===== src/rtl/platform_anim_if.sv =====
// Signal bundle between the game-state logic and the platform animation sequencer.
// The slave side is the sequencer; the master side is whoever drives game state and video timing.
interface platform_anim_if;
   logic       start_game;
   logic       vblnk;
   logic       freeze;
   logic       animation;
   logic [3:0] platform_mask;
   logic       anim_done;
   logic       busy;

   modport master (
      output start_game, vblnk, freeze,
      input  animation, platform_mask, anim_done, busy
   );

   modport slave (
      input  start_game, vblnk, freeze,
      output animation, platform_mask, anim_done, busy
   );
endinterface


===== src/rtl/platform_anim_ctrl.sv =====
// Platform reveal sequencer: uncovers platforms bottom-up one step at a time,
// holds the full layout for a fixed number of frames, then pulses anim_done.
module platform_anim_ctrl #(
   parameter int FRAMES_PER_STEP = 30,
   parameter int HOLD_FRAMES     = 60,
   parameter int NUM_PLATFORMS   = 4
) (
   input  logic           clk,
   input  logic           rst,
   platform_anim_if.slave bus
);

   localparam int MAX_FRAMES = (FRAMES_PER_STEP > HOLD_FRAMES) ? FRAMES_PER_STEP : HOLD_FRAMES;
   localparam int CNT_W      = $clog2(MAX_FRAMES + 1);

   localparam logic [CNT_W-1:0]         STEP_LAST  = CNT_W'(FRAMES_PER_STEP - 1);
   localparam logic [CNT_W-1:0]         HOLD_LAST  = CNT_W'(HOLD_FRAMES - 1);
   localparam logic [CNT_W-1:0]         CNT_ZERO   = CNT_W'(0);
   localparam logic [CNT_W-1:0]         CNT_ONE    = CNT_W'(1);
   localparam logic [NUM_PLATFORMS-1:0] MASK_NONE  = NUM_PLATFORMS'(0);
   localparam logic [NUM_PLATFORMS-1:0] MASK_FIRST = NUM_PLATFORMS'(1);
   localparam logic [NUM_PLATFORMS-1:0] MASK_ALL   = {NUM_PLATFORMS{1'b1}};

   typedef enum logic [1:0] {
      ST_IDLE   = 2'd0,
      ST_REVEAL = 2'd1,
      ST_HOLD   = 2'd2,
      ST_DONE   = 2'd3
   } state_t;

   state_t                   state_r, state_s;
   logic [CNT_W-1:0]         cnt_r, cnt_s;
   logic [NUM_PLATFORMS-1:0] mask_r, mask_s;
   logic                     anim_r, anim_s;
   logic                     done_r, done_s;
   logic                     busy_r, busy_s;
   logic                     vblnk_q_r;
   logic                     start_q_r;
   logic                     tick_s;
   logic                     start_rise_s;

   // Ticks seen while frozen are dropped, not deferred.
   assign tick_s       = bus.vblnk & ~vblnk_q_r & ~bus.freeze;
   assign start_rise_s = bus.start_game & ~start_q_r;

   // Edge-detect history for vblnk and start_game.
   always_ff @(posedge clk) begin
      if (rst) begin
         vblnk_q_r <= 1'b0;
         start_q_r <= 1'b0;
      end else begin
         vblnk_q_r <= bus.vblnk;
         start_q_r <= bus.start_game;
      end
   end

   // State, frame counter and registered outputs.
   always_ff @(posedge clk) begin
      if (rst) begin
         state_r <= ST_IDLE;
         cnt_r   <= CNT_ZERO;
         mask_r  <= MASK_NONE;
         anim_r  <= 1'b0;
         done_r  <= 1'b0;
         busy_r  <= 1'b0;
      end else begin
         state_r <= state_s;
         cnt_r   <= cnt_s;
         mask_r  <= mask_s;
         anim_r  <= anim_s;
         done_r  <= done_s;
         busy_r  <= busy_s;
      end
   end

   // Next-state and next-output decode.
   always_comb begin
      state_s = state_r;
      cnt_s   = cnt_r;
      mask_s  = mask_r;
      anim_s  = anim_r;
      busy_s  = busy_r;
      done_s  = 1'b0;

      // Dropping start_game aborts silently and outranks any tick this cycle.
      if ((state_r != ST_IDLE) && !bus.start_game) begin
         state_s = ST_IDLE;
         cnt_s   = CNT_ZERO;
         mask_s  = MASK_NONE;
         anim_s  = 1'b0;
         busy_s  = 1'b0;
      end else begin
         case (state_r)
            ST_IDLE: begin
               if (start_rise_s) begin
                  state_s = ST_REVEAL;
                  cnt_s   = CNT_ZERO;
                  mask_s  = MASK_FIRST;
                  anim_s  = 1'b1;
                  busy_s  = 1'b1;
               end else begin
                  cnt_s   = CNT_ZERO;
                  mask_s  = MASK_NONE;
                  anim_s  = 1'b0;
                  busy_s  = 1'b0;
               end
            end

            ST_REVEAL: begin
               if (tick_s) begin
                  if (cnt_r == STEP_LAST) begin
                     cnt_s = CNT_ZERO;
                     if (mask_r == MASK_ALL) begin
                        state_s = ST_HOLD;
                     end else begin
                        mask_s = {mask_r[NUM_PLATFORMS-2:0], 1'b1};
                     end
                  end else begin
                     cnt_s = cnt_r + CNT_ONE;
                  end
               end else begin
                  cnt_s = cnt_r;
               end
            end

            ST_HOLD: begin
               mask_s = MASK_ALL;
               anim_s = 1'b1;
               if (tick_s) begin
                  if (cnt_r == HOLD_LAST) begin
                     state_s = ST_DONE;
                     cnt_s   = CNT_ZERO;
                     done_s  = 1'b1;
                     busy_s  = 1'b0;
                  end else begin
                     cnt_s = cnt_r + CNT_ONE;
                  end
               end else begin
                  cnt_s = cnt_r;
               end
            end

            ST_DONE: begin
               mask_s = MASK_ALL;
               anim_s = 1'b1;
               busy_s = 1'b0;
            end

            default: begin
               state_s = ST_IDLE;
               cnt_s   = CNT_ZERO;
               mask_s  = MASK_NONE;
               anim_s  = 1'b0;
               busy_s  = 1'b0;
            end
         endcase
      end
   end

   assign bus.animation     = anim_r;
   assign bus.platform_mask = mask_r;
   assign bus.anim_done     = done_r;
   assign bus.busy          = busy_r;

endmodule


===== src/flat_wrapper.sv =====
// flat-port wrapper written by rule: the top's interface ports become plain ports
module platform_anim_ctrl_flat 
#(
   parameter int FRAMES_PER_STEP = 30,
   parameter int HOLD_FRAMES     = 60,
   parameter int NUM_PLATFORMS   = 4
)
  (clk, rst, bus_start_game, bus_vblnk, bus_freeze, bus_animation, bus_platform_mask, bus_anim_done, bus_busy);
  platform_anim_if bus_i ();
  input  logic clk;
  input  logic rst;
  input wire logic [$bits(bus_i.start_game)-1:0] bus_start_game;
  input wire logic [$bits(bus_i.vblnk)-1:0] bus_vblnk;
  input wire logic [$bits(bus_i.freeze)-1:0] bus_freeze;
  output wire logic [$bits(bus_i.animation)-1:0] bus_animation;
  output wire logic [$bits(bus_i.platform_mask)-1:0] bus_platform_mask;
  output wire logic [$bits(bus_i.anim_done)-1:0] bus_anim_done;
  output wire logic [$bits(bus_i.busy)-1:0] bus_busy;
  assign bus_i.start_game = bus_start_game;
  assign bus_i.vblnk = bus_vblnk;
  assign bus_i.freeze = bus_freeze;
  assign bus_animation = bus_i.animation;
  assign bus_platform_mask = bus_i.platform_mask;
  assign bus_anim_done = bus_i.anim_done;
  assign bus_busy = bus_i.busy;
  platform_anim_ctrl #(.FRAMES_PER_STEP(FRAMES_PER_STEP), .HOLD_FRAMES(HOLD_FRAMES), .NUM_PLATFORMS(NUM_PLATFORMS)) u_core (.clk(clk), .rst(rst), .bus(bus_i));
endmodule

===== config.mk =====
export PLATFORM = sky130hd
export DESIGN_NAME = platform_anim_ctrl_flat
export DESIGN_NICKNAME = d
export VERILOG_FILES = /design/src/rtl/platform_anim_if.sv /design/src/rtl/platform_anim_ctrl.sv /design/src/flat_wrapper.sv
export SDC_FILE = /design/constraint.sdc
export NUM_CORES = 1
export LEC_CHECK = 0
export CORE_ASPECT_RATIO = 1.5
export CORE_UTILIZATION = 48
export CTS_CLUSTER_SIZE = 40
export DETAILED_ROUTE_END_ITERATION = 10
export PLACE_DENSITY_LB_ADDON = 0.1
export SYNTH_ARGS = -nofsm -noshare
export SYNTH_HDL_FRONTEND = slang
export SYNTH_SLANG_ARGS = --single-unit

===== constraint.sdc =====
create_clock -name clk -period 2.1 [get_ports clk]
set_clock_uncertainty 0.15 [all_clocks]
set_input_delay 0.21 -clock clk [delete_from_list [all_inputs] [get_ports clk]]
set_output_delay 0.21 -clock clk [all_outputs]
set_load 0.03 [all_outputs]

==> flow_summary_export.csv <==
group,metric,value,unit
grt,grt_usage,21.3,%
clock_tree,cts.sinks,17,
place,place_area,1150,um2
timing,slew_headroom,68.1,%
power,p_leak,0.426,nW
critical_path,r2r_cells,6,
timing,min_period_over_period,96.3,%
timing,whs,0.345,ns
clock_tree,cts_buffers,3,
route,ant_nets,0,
yosys,postSynthAreaPerCell,9.43,um2
clock_tree,cts_tree,"yes",
place,dp_slack,-0.249,ns
grt,grt-ovfl-total,0,
floorplan,ios,12,
timing,drv_slew,0,
critical_path,worstSetupEndpointType,"register",
flow_run,max-cap-violations,0,
route,wl,1980,um
clock_tree,h-tree-depth,1,
route,wl_per_cell,14.0,um
critical_path,crit_fanout,3,
place,dpl.cell_count,137,
yosys,ys_ff_latch,17,
route,vias,811,
yosys,yosysUniqueCellTypes,33,
place,io_buffer_count,11,
floorplan,num_rows,19,
critical_path,reg2reg_from,"u_core.state_r[1]$_SDFFE_PP0P_",
cells_and_area,final_cells,141,
place,dp_hpwl,1520,um
route,dr.pass1.iters,4,
cells_and_area,syn_to_final_growth,19.8,%
grt,antenna_found_initial,0,
floorplan,start_util,52.7,%
yosys,ys.warnings.count,0,
critical_path,required,2.13,ns
timing,worstMarginPinSlew,0.476,ns
hold_path,holdPathEnd,"u_core.bus.busy$_SDFFE_PP0P_",
route,drt_iter0_markers,5,
critical_path,worstPathArrival,2.05,ns
hold_path,hold_path_startpoint,"u_core.bus.busy$_SDFFE_PP0P_",
power,power.density,981,nW/um2
critical_path,critPathKind,"in -> reg",
clock_tree,cts.path.max_buffers,2,
floorplan,dieArea,2250,um2
grt,grt_pass1_wl,3440,um
timing,setup_violations,0,
cells_and_area,fill_cells,163,
clock_tree,cts_root_buffer,"clkbuf_4",
yosys,syn_nets,118,
clock_tree,clkLatencyLatePin,0.29,ns
cells_and_area,drive_above_1_share,19.2,%
timing,setup_ws,0.0782,ns
cells_and_area,nets,134,
hold_path,hp-class,"reg -> reg",
timing,finalHoldViolations,0,
grt,grt_max_degree,15,
clock_tree,post_cts_buffers,0,
run_status,status,"completed",
grt,first_global_vias,827,
yosys,syn_inst,105,
timing,rsz0062_at_grt,"false",
cells_and_area,antenna_cells,0,
yosys,seq_area_frac_synth,34.4,%
critical_path,crit_path_start,"bus_vblnk",
critical_path,r2r_end,"u_core.cnt_r[5]$_SDFFE_PP0P_",
floorplan,core-area,1880,um2
clock_tree,clkTransAtPathRegs,0.10,ns
timing,max_freq,0.495,GHz
route,routed_via_density,5.75,
critical_path,ff2ff_setup_slack,0.14,ns
power,vdd_drop_max,516,uV
route,drc,0,
place,gp_congestion,0.807,
critical_path,start_kind,"input pin",
cells_and_area,final_cell_area,1190,um2
floorplan,die_y,57.6,um
yosys,synth_area,990,um2
floorplan,die_w,39.1,um
hold_path,holdPathStages,2,
timing,min_period,2.02,ns
flip-flops by register name, summed over array words and instances, names as in the netlist:
register	cells
u_core.bus.animation	1
u_core.bus.anim_done	1
u_core.start_q_r	1
u_core.state_r	2
u_core.cnt_r	6
u_core.bus.platform_mask	4
u_core.vblnk_q_r	1
u_core.bus.busy	1
per-layer routing:
layer  GRT usage, %  vias to the layer above  share of wire, %
met5              0                        -                 0
met3           2.30                        4               1.7
met1           23.3                      385                42
met4           8.87                        0               1.6
met2           39.0                        9                54
li1               -                      413                 -
cells in the final DEF (no fill, tap or decap), drive strengths merged, types with 2 or more instances in the layout:
| cell type | synthesis | routed |
|---|---|---|
| a211oi | 9 | 9 |
| a21oi | 8 | 8 |
| buf | 1 | 6 |
| clkbuf | 5 | 3 |
| clkdlybuf4s50 | 0 | 11 |
| dfxtp | 17 | 17 |
| ha | 8 | 8 |
| inv | 4 | 4 |
| mux2 | 2 | 2 |
| mux2i | 4 | 4 |
| nand2 | 6 | 6 |
| nand3 | 2 | 2 |
| nand4 | 3 | 3 |
| nor2 | 10 | 10 |
| nor2b | 2 | 2 |
| nor4b | 2 | 2 |
| o21a | 3 | 3 |
| o21ai | 2 | 2 |
| or2 | 2 | 2 |
| xnor2 | 5 | 5 |
synth_stat cells (all sizes together):
cell,number,area [um2]
dfxtp,17,340
a311oi,1,8.76
inv,4,15.0
clkbuf,5,18.8
nand2b,1,6.26
a2111oi,1,15.0
xnor2,5,43.8
nand2,6,22.5
nand3,2,10.0
a21oi,8,43.8
nor2,10,37.5
ha,8,100
or3b,1,8.76
or4,1,7.51
a211oi,9,67.6
nor2b,2,12.5
buf,1,11.3
nor4b,2,32.5
or2,2,12.5
o21a,3,22.5
and3,1,6.26
o41ai,1,27.5
mux2i,4,40.0
or4b,1,10.0
and4,1,8.76
o31a,1,8.76
mux2,2,22.5
nand4,3,18.8
o21ai,2,10.0
worst max-delay path by stage:
| stage | to |
|---|---|
| after global placement | u_core.state_r[0]$_SDFFE_PP0P_ |
| after CTS | u_core.state_r[0]$_SDFFE_PP0P_ |
| final | u_core.state_r[0]$_SDFFE_PP0P_ |
| after detailed placement | u_core.state_r[0]$_SDFFE_PP0P_ |
| after global routing | u_core.cnt_r[1]$_SDFFE_PP0P_ |
| after floorplan | u_core.cnt_r[1]$_SDFFE_PP0P_ |
power breakdown:
group | internal, mW | switching (mW)
clock | 0.0709 | 0.106
sequential | 0.372 | 0.0421
combinational | 0.270 | 0.303
final cells by class:
class | count | area [um2] | share of cell area [%]
Sequential cell | 17 | 343 | 28.9
Inverter | 4 | 15.0 | 1.27
Timing Repair Buffer | 17 | 155 | 13.1
Tap cell | 21 | 26.3 | 2.22
Multi-Input combinational cell | 78 | 619 | 52.2
Clock buffer | 3 | 22.5 | 1.90
Clock inverter | 1 | 5.00 | 0.422
metrics by stage:
| step | total power, mW | util [%] | setup TNS, ns |
|---|---|---|---|
| 6_report | 1.16 | 63.2 | 0 |
| 5_1_grt | 1.25 | 63.2 | 0 |
| 4_1_cts | 1.18 | 62.9 | 0 |
| 3_5_place_dp | 0.991 | 61.4 | -1.47 |
| 3_3_place_gp | 0.987 | 61.4 | -1.19 |
| 2_1_floorplan | 0.822 | - | 0 |
timing repair:
item	in CTS	in global routing
gates resized for setup	0	3
hold buffers	0	0
endpoints found under the setup margin	0	5
cell families after synthesis:
family	after synthesis	share of synthesized area, %
AOI/OAI and AO/OA	26	20.6
xor gates and xnor gates	5	4.42
adders and majority gates	8	10.1
buffers and inverters	10	4.55
DFF	17	34.4
muxes	6	6.32
and+or+nand+nor	33	19.6
critical path, cell delays in order:
cell and delay [ns]:
clkdlybuf4s50_1 0.48, or3b_4 0.39, o31a_1 0.33, nor4b_4 0.29
mux2_1 0.35
Power figures use the tool's default switching activity.
